## src/rtl/mem_stage_hs_if.sv

```systemverilog
// Handshake bundle between EX, the memory stage, data memory and WB.
interface mem_stage_hs_if #(
   parameter int DATA_W = 32,
   parameter int PC_W   = 32
);
   logic              flush;
   logic              in_valid;
   logic              in_ready;
   logic [PC_W-1:0]   in_pc;
   logic              in_ld;
   logic [2:0]        in_ld_op;
   logic              in_rf_we;
   logic [4:0]        in_rf_waddr;
   logic [DATA_W-1:0] in_ex_result;
   logic              dmem_rsp_valid;
   logic [DATA_W-1:0] dmem_rdata;
   logic              out_valid;
   logic              out_ready;
   logic [PC_W-1:0]   out_pc;
   logic              out_rf_we;
   logic [4:0]        out_rf_waddr;
   logic [DATA_W-1:0] out_rf_wdata;
   logic              out_misalign;
   logic              out_bus_err;
   logic              stall_req;

   modport slave (
      input  flush, in_valid, in_pc, in_ld, in_ld_op, in_rf_we, in_rf_waddr,
             in_ex_result, dmem_rsp_valid, dmem_rdata, out_ready,
      output in_ready, out_valid, out_pc, out_rf_we, out_rf_waddr,
             out_rf_wdata, out_misalign, out_bus_err, stall_req
   );

   modport master (
      output flush, in_valid, in_pc, in_ld, in_ld_op, in_rf_we, in_rf_waddr,
             in_ex_result, dmem_rsp_valid, dmem_rdata, out_ready,
      input  in_ready, out_valid, out_pc, out_rf_we, out_rf_waddr,
             out_rf_wdata, out_misalign, out_bus_err, stall_req
   );
endinterface

```

## src/rtl/mem_stage_hs.sv

```systemverilog
// Single-entry memory stage: holds one instruction, waits for load data,
// aligns/extends it, and reports misaligned/illegal loads and timeouts.
module mem_stage_hs #(
   parameter int DATA_W   = 32,
   parameter int PC_W     = 32,
   parameter int MAX_WAIT = 15
) (
   input logic           clk,
   input logic           rst,
   mem_stage_hs_if.slave bus
);
   localparam int LANE_W = $clog2(DATA_W / 8);

   typedef enum logic [1:0] {EMPTY, WAIT_RSP, FULL} state_e;

   state_e              state_q, state_d;
   logic [7:0]          cnt_q, cnt_d;
   logic                drop_pend_q, drop_pend_d;
   logic [2:0]          op_q;
   logic [LANE_W-1:0]   lane_q;
   logic [PC_W-1:0]     out_pc_q;
   logic                out_rf_we_q;
   logic [4:0]          out_rf_waddr_q;
   logic [DATA_W-1:0]   out_rf_wdata_q;
   logic                out_misalign_q;
   logic                out_bus_err_q;

   logic                in_ready;
   logic                accept;
   logic                ld_bad;
   logic                rsp_hit;
   logic                timeout;
   logic [LANE_W-1:0]   lane_in;
   logic [DATA_W-1:0]   sh;
   logic [DATA_W-1:0]   ld_data;

   assign lane_in = bus.in_ex_result[LANE_W-1:0];
   assign accept  = bus.in_valid && in_ready && !bus.flush;
   // A response while drop_pend is set belongs to a flushed load and is eaten.
   assign rsp_hit = (state_q == WAIT_RSP) && bus.dmem_rsp_valid && !drop_pend_q;
   assign timeout = (state_q == WAIT_RSP) && !rsp_hit && (cnt_q == 8'(MAX_WAIT - 1));

   // Decode misaligned or illegal load types from the incoming address lane.
   always_comb begin
      ld_bad = 1'b0;
      case (bus.in_ld_op)
         3'b010, 3'b011: ld_bad = lane_in[0];
         3'b100:         ld_bad = (lane_in[1:0] != 2'b00);
         3'b101:         ld_bad = (DATA_W == 32) || (lane_in[1:0] != 2'b00);
         3'b110:         ld_bad = (DATA_W == 32) || (lane_in != '0);
         3'b111:         ld_bad = 1'b1;
         default:        ld_bad = 1'b0;
      endcase
   end

   // Shift the response down to the addressed lane and sign/zero extend.
   always_comb begin
      sh = bus.dmem_rdata >> {lane_q, 3'b000};
      case (op_q)
         3'b000:  ld_data = DATA_W'($signed(sh[7:0]));
         3'b001:  ld_data = DATA_W'(sh[7:0]);
         3'b010:  ld_data = DATA_W'($signed(sh[15:0]));
         3'b011:  ld_data = DATA_W'(sh[15:0]);
         3'b100:  ld_data = DATA_W'($signed(sh[31:0]));
         3'b101:  ld_data = DATA_W'(sh[31:0]);
         default: ld_data = sh;
      endcase
   end

   // FSM state register.
   always_ff @(posedge clk or negedge rst) begin
      if (!rst) state_q <= EMPTY;
      else      state_q <= state_d;
   end

   // FSM next-state logic; flush overrides everything else.
   always_comb begin
      state_d = state_q;
      if (bus.flush) begin
         state_d = EMPTY;
      end else begin
         case (state_q)
            EMPTY: begin
               if (accept) state_d = (bus.in_ld && !ld_bad) ? WAIT_RSP : FULL;
            end
            WAIT_RSP: begin
               if (rsp_hit || timeout) state_d = FULL;
            end
            FULL: begin
               if (accept)             state_d = (bus.in_ld && !ld_bad) ? WAIT_RSP : FULL;
               else if (bus.out_ready) state_d = EMPTY;
            end
            default: state_d = EMPTY;
         endcase
      end
   end

   // FSM outputs: handshake and stall.
   always_comb begin
      in_ready      = (state_q == EMPTY) || ((state_q == FULL) && bus.out_ready);
      bus.in_ready  = in_ready;
      bus.out_valid = (state_q == FULL);
      bus.stall_req = (state_q == WAIT_RSP);
   end

   // Wait counter and pending-discard flag next values.
   // drop_pend stays set if a flush hits while an older discarded response
   // is still outstanding, since the flushed load's own response is then due.
   always_comb begin
      cnt_d = cnt_q;
      if (bus.flush || accept)        cnt_d = '0;
      else if (state_q == WAIT_RSP && !rsp_hit) cnt_d = cnt_q + 8'd1;

      drop_pend_d = drop_pend_q;
      if (bus.dmem_rsp_valid && drop_pend_q)    drop_pend_d = 1'b0;
      if (timeout && !bus.flush)                drop_pend_d = 1'b0;
      if (bus.flush && state_q == WAIT_RSP && !rsp_hit) drop_pend_d = 1'b1;
   end

   // Counter and discard-flag registers.
   always_ff @(posedge clk or negedge rst) begin
      if (!rst) begin
         cnt_q       <= '0;
         drop_pend_q <= 1'b0;
      end else begin
         cnt_q       <= cnt_d;
         drop_pend_q <= drop_pend_d;
      end
   end

   // Output payload registers: loaded on acceptance, completed on response/timeout.
   always_ff @(posedge clk or negedge rst) begin
      if (!rst) begin
         out_pc_q       <= '0;
         out_rf_we_q    <= 1'b0;
         out_rf_waddr_q <= '0;
         out_rf_wdata_q <= '0;
         out_misalign_q <= 1'b0;
         out_bus_err_q  <= 1'b0;
         op_q           <= '0;
         lane_q         <= '0;
      end else if (!bus.flush) begin
         if (accept) begin
            out_pc_q       <= bus.in_pc;
            out_rf_waddr_q <= bus.in_rf_waddr;
            out_bus_err_q  <= 1'b0;
            op_q           <= bus.in_ld_op;
            lane_q         <= lane_in;
            if (!bus.in_ld) begin
               out_rf_we_q    <= bus.in_rf_we;
               out_rf_wdata_q <= bus.in_ex_result;
               out_misalign_q <= 1'b0;
            end else if (ld_bad) begin
               out_rf_we_q    <= 1'b0;
               out_rf_wdata_q <= '0;
               out_misalign_q <= 1'b1;
            end else begin
               out_rf_we_q    <= bus.in_rf_we;
               out_rf_wdata_q <= '0;
               out_misalign_q <= 1'b0;
            end
         end else if (rsp_hit) begin
            out_rf_wdata_q <= ld_data;
         end else if (timeout) begin
            out_rf_we_q    <= 1'b0;
            out_rf_wdata_q <= '0;
            out_bus_err_q  <= 1'b1;
         end
      end
   end

   assign bus.out_pc       = out_pc_q;
   assign bus.out_rf_we    = out_rf_we_q;
   assign bus.out_rf_waddr = out_rf_waddr_q;
   assign bus.out_rf_wdata = out_rf_wdata_q;
   assign bus.out_misalign = out_misalign_q;
   assign bus.out_bus_err  = out_bus_err_q;
endmodule

```

## src/flat_wrapper.sv

```systemverilog
// flat-port wrapper written by rule: the top's interface ports become plain ports
module mem_stage_hs_flat 
#(
   parameter int DATA_W   = 32,
   parameter int PC_W     = 32,
   parameter int MAX_WAIT = 15
)
  (clk, rst, bus_flush, bus_in_valid, bus_in_pc, bus_in_ld, bus_in_ld_op, bus_in_rf_we, bus_in_rf_waddr, bus_in_ex_result, bus_dmem_rsp_valid, bus_dmem_rdata, bus_out_ready, bus_in_ready, bus_out_valid, bus_out_pc, bus_out_rf_we, bus_out_rf_waddr, bus_out_rf_wdata, bus_out_misalign, bus_out_bus_err, bus_stall_req);
  mem_stage_hs_if #(.DATA_W(DATA_W), .PC_W(PC_W)) bus_i ();
  input logic clk;
  input logic rst;
  input wire logic [$bits(bus_i.flush)-1:0] bus_flush;
  input wire logic [$bits(bus_i.in_valid)-1:0] bus_in_valid;
  input wire logic [$bits(bus_i.in_pc)-1:0] bus_in_pc;
  input wire logic [$bits(bus_i.in_ld)-1:0] bus_in_ld;
  input wire logic [$bits(bus_i.in_ld_op)-1:0] bus_in_ld_op;
  input wire logic [$bits(bus_i.in_rf_we)-1:0] bus_in_rf_we;
  input wire logic [$bits(bus_i.in_rf_waddr)-1:0] bus_in_rf_waddr;
  input wire logic [$bits(bus_i.in_ex_result)-1:0] bus_in_ex_result;
  input wire logic [$bits(bus_i.dmem_rsp_valid)-1:0] bus_dmem_rsp_valid;
  input wire logic [$bits(bus_i.dmem_rdata)-1:0] bus_dmem_rdata;
  input wire logic [$bits(bus_i.out_ready)-1:0] bus_out_ready;
  output wire logic [$bits(bus_i.in_ready)-1:0] bus_in_ready;
  output wire logic [$bits(bus_i.out_valid)-1:0] bus_out_valid;
  output wire logic [$bits(bus_i.out_pc)-1:0] bus_out_pc;
  output wire logic [$bits(bus_i.out_rf_we)-1:0] bus_out_rf_we;
  output wire logic [$bits(bus_i.out_rf_waddr)-1:0] bus_out_rf_waddr;
  output wire logic [$bits(bus_i.out_rf_wdata)-1:0] bus_out_rf_wdata;
  output wire logic [$bits(bus_i.out_misalign)-1:0] bus_out_misalign;
  output wire logic [$bits(bus_i.out_bus_err)-1:0] bus_out_bus_err;
  output wire logic [$bits(bus_i.stall_req)-1:0] bus_stall_req;
  assign bus_i.flush = bus_flush;
  assign bus_i.in_valid = bus_in_valid;
  assign bus_i.in_pc = bus_in_pc;
  assign bus_i.in_ld = bus_in_ld;
  assign bus_i.in_ld_op = bus_in_ld_op;
  assign bus_i.in_rf_we = bus_in_rf_we;
  assign bus_i.in_rf_waddr = bus_in_rf_waddr;
  assign bus_i.in_ex_result = bus_in_ex_result;
  assign bus_i.dmem_rsp_valid = bus_dmem_rsp_valid;
  assign bus_i.dmem_rdata = bus_dmem_rdata;
  assign bus_i.out_ready = bus_out_ready;
  assign bus_in_ready = bus_i.in_ready;
  assign bus_out_valid = bus_i.out_valid;
  assign bus_out_pc = bus_i.out_pc;
  assign bus_out_rf_we = bus_i.out_rf_we;
  assign bus_out_rf_waddr = bus_i.out_rf_waddr;
  assign bus_out_rf_wdata = bus_i.out_rf_wdata;
  assign bus_out_misalign = bus_i.out_misalign;
  assign bus_out_bus_err = bus_i.out_bus_err;
  assign bus_stall_req = bus_i.stall_req;
  mem_stage_hs #(.DATA_W(DATA_W), .PC_W(PC_W), .MAX_WAIT(MAX_WAIT)) u_core (.clk(clk), .rst(rst), .bus(bus_i));
endmodule
```

## config.mk

```make
export PLATFORM = sky130hd
export DESIGN_NAME = mem_stage_hs_flat
export DESIGN_NICKNAME = d
export VERILOG_FILES = /design/src/rtl/mem_stage_hs_if.sv /design/src/rtl/mem_stage_hs.sv /design/src/flat_wrapper.sv
export SDC_FILE = /design/constraint.sdc
export NUM_CORES = 1
export LEC_CHECK = 0
export CAP_MARGIN = 20
export CORE_ASPECT_RATIO = 0.9
export CORE_MARGIN = 1
export CORE_UTILIZATION = 47
export CTS_CLUSTER_DIAMETER = 200
export DETAILED_ROUTE_END_ITERATION = 8
export MAX_ROUTING_LAYER = met4
export PLACE_DENSITY_LB_ADDON = 0.12
export SYNTH_ARGS = -nofsm -noshare
export SYNTH_HDL_FRONTEND = slang
export SYNTH_SLANG_ARGS = --single-unit
```

## constraint.sdc

```tcl
create_clock -name clk -period 5.3 [get_ports clk]
set_input_delay 0.795 -clock clk [delete_from_list [all_inputs] [get_ports clk]]
set_output_delay 0.795 -clock clk [all_outputs]
set_load 0.02 [all_outputs]
```

=== After elaboration in Yosys (flattened, before gate mapping) ===
Index checks and enable logic that the tools add are counted.

* Bits of input ports: 112
* Register bits: 88
* Output and inout bits: 75

* Reductions and logical operators: 32
* Shift-type cells: 1
* $add $sub $neg: 1
* Mux-type cells: 28
* Bitwise gates (word level): 1
* Equal/unequal tests: 16

{| class="wikitable"
|+ Operators by type and width
! cell !! number
|-
| 32-bit 2-to-1 mux || 4
|-
| 32-bit case mux with 4 select lines || 1
|-
| 32-bit by 5-bit >> shifter with 32-bit output || 1
|-
| 8-bit 2-to-1 mux || 2
|-
| 1-bit 2-to-1 mux || 13
|-
| 3-bit by 2-bit == test with 1-bit output (second input constant) || 4
|-
| 3-bit == test (second input constant) || 4
|-
| 1-bit logical AND || 12
|-
| 2-bit 2-to-1 mux || 6
|-
| 8-bit by 1-bit adder with 8-bit output (second input constant) || 1
|-
| 8-bit by 4-bit == test with 1-bit output (second input constant) || 1
|-
| 3-bit by 2-bit != test with 1-bit output (second input constant) || 2
|-
| 2-bit case mux with 3 select lines || 1
|-
| 3-bit AND reduction || 2
|-
| 2-bit nonzero test || 3
|-
| 3-bit nonzero test || 2
|-
| 1-bit zero test || 4
|-
| 4-bit by 3-bit != test with 1-bit output (second input constant) || 1
|-
| 2-bit AND reduction || 2
|-
| 3-bit by 1-bit == test with 1-bit output (second input constant) || 1
|-
| 3-bit zero test || 1
|-
| 1-bit logical OR || 3
|-
| 1-bit case mux with 3 select lines || 1
|-
| 3-bit OR reduction || 1
|-
| 6 further kinds || 6
|}

=== Longest topological paths before layout ===
* Depth in word-level cells: 10
* Depth in mapped cells: 8
* Mapped depth without buffers: 6

=== Least setup slack after synthesis ===
OpenSTA, ideal clock, no wires.

* Path type: input to register
* From: input port bus_dmem_rdata[31]
* To: register u_core.out_rf_wdata_q[18], in the netlist u_core.bus.out_rf_wdata[18]
* Path buffers: 1
* Cell stages on the path: 5
* Path slack: 3.124 ns
* Library setup time: 0.129 ns
* Arrival time: 2.047 ns
* Required time: 5.171 ns
* Path through: mux2_2 > or3b_2 > o2111ai_1 > buf_2 > a31oi_1

* Longest elaborated chain between the ends: 4

{| class="wikitable"
|+ RTL lines
! item !! RTL line !! source
|-
| from (decl) || flat_wrapper.sv:21 || <nowiki>input wire logic [$bits(bus_i.dmem_rdata)-1:0] bus_dmem_rdata;</nowiki>
|-
| 32-bit by 5-bit >> shifter with 32-bit output || mem_stage_hs.sv:58 || <nowiki>sh = bus.dmem_rdata >> {lane_q, 3'b000};</nowiki>
|-
| 32-bit case mux with 4 select lines || mem_stage_hs.sv:59 || <nowiki>case (op_q)</nowiki>
|-
| 32-bit 2-to-1 mux || mem_stage_hs.sv:162 || <nowiki>end else if (rsp_hit) begin</nowiki>
|-
| 32-bit 2-to-1 mux || mem_stage_hs.sv:143 || <nowiki>if (accept) begin</nowiki>
|-
| to (signal assigned) || mem_stage_hs.sv:151 || <nowiki>out_rf_wdata_q <= bus.in_ex_result;</nowiki>
|-
| to (signal assigned) || mem_stage_hs.sv:163 || <nowiki>out_rf_wdata_q <= ld_data;</nowiki>
|-
| to (decl) || mem_stage_hs.sv:24 || <nowiki>logic [DATA_W-1:0] out_rf_wdata_q;</nowiki>
|}

Every way passes these cells.
A chain may end at the register's enable or synchronous reset.

=== Worst setup path after layout ===
* From: input port bus_out_ready
* To: output port bus_in_ready

* Longest elaborated chain between the ends: 2

{| class="wikitable"
|+ RTL lines
! item !! RTL line !! source
|-
| from (decl) || flat_wrapper.sv:22 || <nowiki>input wire logic [$bits(bus_i.out_ready)-1:0] bus_out_ready;</nowiki>
|-
| 1-bit logical AND || mem_stage_hs.sv:100 || <nowiki>in_ready = (state_q == EMPTY) || ((state_q == FULL) && bus.out_ready);</nowiki>
|-
| 1-bit logical OR || mem_stage_hs.sv:100 ||
|-
| to (decl) || flat_wrapper.sv:23 || <nowiki>output wire logic [$bits(bus_i.in_ready)-1:0] bus_in_ready;</nowiki>
|}

Every way passes these cells.

==> run metrics <==
RSZ-0062 raised after global routing false; syn nets 566; cts repair resizes 0; Row Count 33; FFs w/ async S/R, synth 100%; Worst setup endpoint bus_in_ready; die span in x 105 um; status completed; worst setup margin 2.33 ns; total power 1990 uW; Distinct cells, synth 53; worst hold slack 0.410 ns; TritonCTS Buffers 9; Vias 4161; sw frac 31.2%; ratio of cells with drive above 1 in the final layout 8.44%; # fillers 725; Slowest-stage cell, CP clkdlybuf4s50_1; Crit path max-delay family buffers and inverters; clock tree from TritonCTS built; relative slew slack 44.7%; Pre-antenna DRT Iters 5; CP Class in -> out; Final Max Slew Viols 0; flops & latches, synth 88; antenna viol nets, final 0; Final GP Congestion 0.924; Layout Nets 737; Synth Area in XOR/XNOR 1.36%; cell count along the critical path 4; compound-gate portion of the synthesized area 15.7%; final setup fails 0; Combinational Power Share 32.3%; worst min path class in -> async; most frequent cells after synthesis nand2_1 (128), dfrtp_1 (88), clkbuf_1 (25); Flop pwr share 41.4%; sw power 623 uW; Max FO, Critical Path 5; static leakage 0.00288 uW; reg2reg end u_core.bus.out_rf_wdata[10]; critical path launch point type primary input; Post-Route WL 13.0 mm; Max Root-Sink Buffers 2; syn_area_per_cell 9.98 sq um; drt via density 5.55; final hold viol count 0; Crit path arrival time 2.17 ns; Root Buffer clkbuf_8; starting density of the core 49.0%; Detailed Place HPWL 9.15 mm; sequential area share after synthesis 48.8%; Tightest Pin Transition 0.830 ns; most common cell in the netlist nand2_1; Post-DP Area 6450 sq um; finished layout cell area 6700 sq um; Die Ht 95.0 um; post-synthesis adder-cell area fraction 0.554%; fin crit share 56.0%; CP Capture Type output pin; Die ar. 10000 sq um; core footprint 9210 sq um; gr usage total 27.7%; gr ovfl total 0; pre-CTS setup slack 2.26 ns; Pwr per Cell Area 298 nW/um^2; DRT iter0 DRCs 206; Bufs and invs on worst path 2; Clk Latency, worst-skew pair 0.35 ns; r2r worst-path depth 6; Synth Flop Type dfrtp_1; I/O pins 187; crit path time final 2.97 ns; Hold-fix buffers, CTS 0; fmax 337 MHz; post-synth top area share 48.8%; Post-synth EDFFs 0; initial antenna violation count 0; largest family of logic cells by synthesized area simple AND/OR/NAND/NOR gates; CP max stage delay 0.55 ns; largest net degree at the start of global routing 89; internal power 1370 uW; Reg2Reg Launch Point u_core.cnt_q[0]; Layout area overhead 48.5%; top cells by area, synth dfrtp_1 (49%), nand2_1 (11%), mux4_2 (4.0%), a211oi_1 (3.0%), mux2_1 (3.0%); setup TNS 0 ns; Clock Pin Slew Worst Setup and Hold Paths 0.09 ns; first-pass GRT wire length 20.7 mm; clock share of power 26.3%; Layout Skew 0.0154 ns; Post-CTS Setup Bufs 0; Post-Syn Area 4510 sq um; vias in the first global route 4078; Gate Count Post-Synth 452; ant diodes 0; CTS Sinks 88; critical path cell sequence clkdlybuf4s50_1, nor2b_1, nor2_1, clkdlybuf4s50_1; Avg WL per Cell 17.3 um; DRC 0; H-tree depth 3; total of max-cap violations 0; cell type with the highest aggregate area in the netlist dfrtp_1; mux contribution to synthesized area 12.6%; Worst path most repeated cell clkdlybuf4s50_1; port buffer count 186; Worst R2R Setup Slack 2.54 ns; Simple-Gate Fraction of Synth Area 16.3%; Critical Path Start bus_out_ready; Critical Path RT 4.51 ns; synth warn 0; Max IR drop VDD 0.177 mV
-- flip-flops by register name, indices dropped and copies added (netlist names) --
register and cells:
u_core.bus.out_bus_err 1, u_core.bus.out_misalign 1, u_core.bus.out_pc 32, u_core.bus.out_rf_waddr 5, u_core.bus.out_rf_wdata 32, u_core.bus.out_rf_we 1
u_core.cnt_q 8, u_core.drop_pend_q 1, u_core.lane_q 2, u_core.op_q 3, u_core.state_q 2
-- metrics by stage --
step / utilization (%) / instances
2_1_floorplan: - / 452
3_3_place_gp: 69.9 / 732
3_5_place_dp: 70.0 / 733
4_1_cts: 72.5 / 749
5_1_grt: 72.8 / 750
6_report: 72.8 / 750
-- layout by cell type, fill, tap and decap left out, types with 2 or more instances in the layout --
cell type,count
o221ai_1,6
a31oi_1,17
o211ai_1,2
o21ai_0,4
dfrtp_1,88
inv_1,14
ha_1,2
mux2_1,12
mux4_2,8
clkdlybuf4s50_1,185
buf_4,8
a32o_1,7
xnor2_1,5
mux2_2,12
nor2b_1,2
mux2i_1,12
a22o_1,8
nand4_1,2
a211oi_1,18
nand2_1,128
nor2_1,14
nor3_1,2
nand2b_1,5
clkbuf_8,10
and3_1,2
nand3_1,2
bufinv_16,2
nor4_1,4
a22oi_1,16
xor2_1,2
-- worst min path at each step --
stage	endpoint	slack [ns]	from	depth (start not counted)
6_report	u_core.cnt_q[6]	0.41	rst	1
5_1_grt	u_core.cnt_q[6]	0.44	rst	1
4_1_cts	u_core.bus.out_pc[26]	0.48	u_core.bus.out_pc[26]	2
3_5_place_dp	u_core.bus.out_pc[14]	0.46	u_core.bus.out_pc[14]	2
3_3_place_gp	u_core.bus.out_pc[20]	0.46	u_core.bus.out_pc[20]	2
2_1_floorplan	u_core.bus.out_bus_err	0.50	rst	0
-- power groups by stage --
stage	combinational, uW	clock (uW)	sequential, uW
3_3_place_gp	632	0	837
5_1_grt	690	567	839
3_5_place_dp	641	0	838
4_1_cts	643	538	826
6_report	643	524	826
2_1_floorplan	226	0	924
-- cells by family (layout without fill, tap and decap cells) --
| family | after synthesis | after routing |
|---|---|---|
| simple gates | 172 | 172 |
| flops | 88 | 88 |
| fa+ha+maj | 2 | 2 |
| compound gates | 91 | 91 |
| buf+inv | 48 | 224 |
| xor+xnor | 7 | 7 |
| mux | 44 | 44 |
-- metal layers --
layer  vias up  GRT usage (%)  wire length [um]
met5         -              -                 0
met4         0           8.10               151
met3        12           6.63              1100
met2       201           43.3              6240
met1      1997           36.0              5490
li1       1951              -                 -
-- area by class of cell --
cell class,count,area (sq um),area share (%)
Sequential cell,88,2200,32.9
Multi-Input combinational cell,316,2130,31.7
Timing Repair Buffer,194,1940,28.9
Tap cell,122,153,2.28
Clock buffer,10,138,2.05
Clock inverter,6,90.1,1.34
Inverter,14,52.6,0.784
No activity file was read; power rests on OpenSTA's default activity.
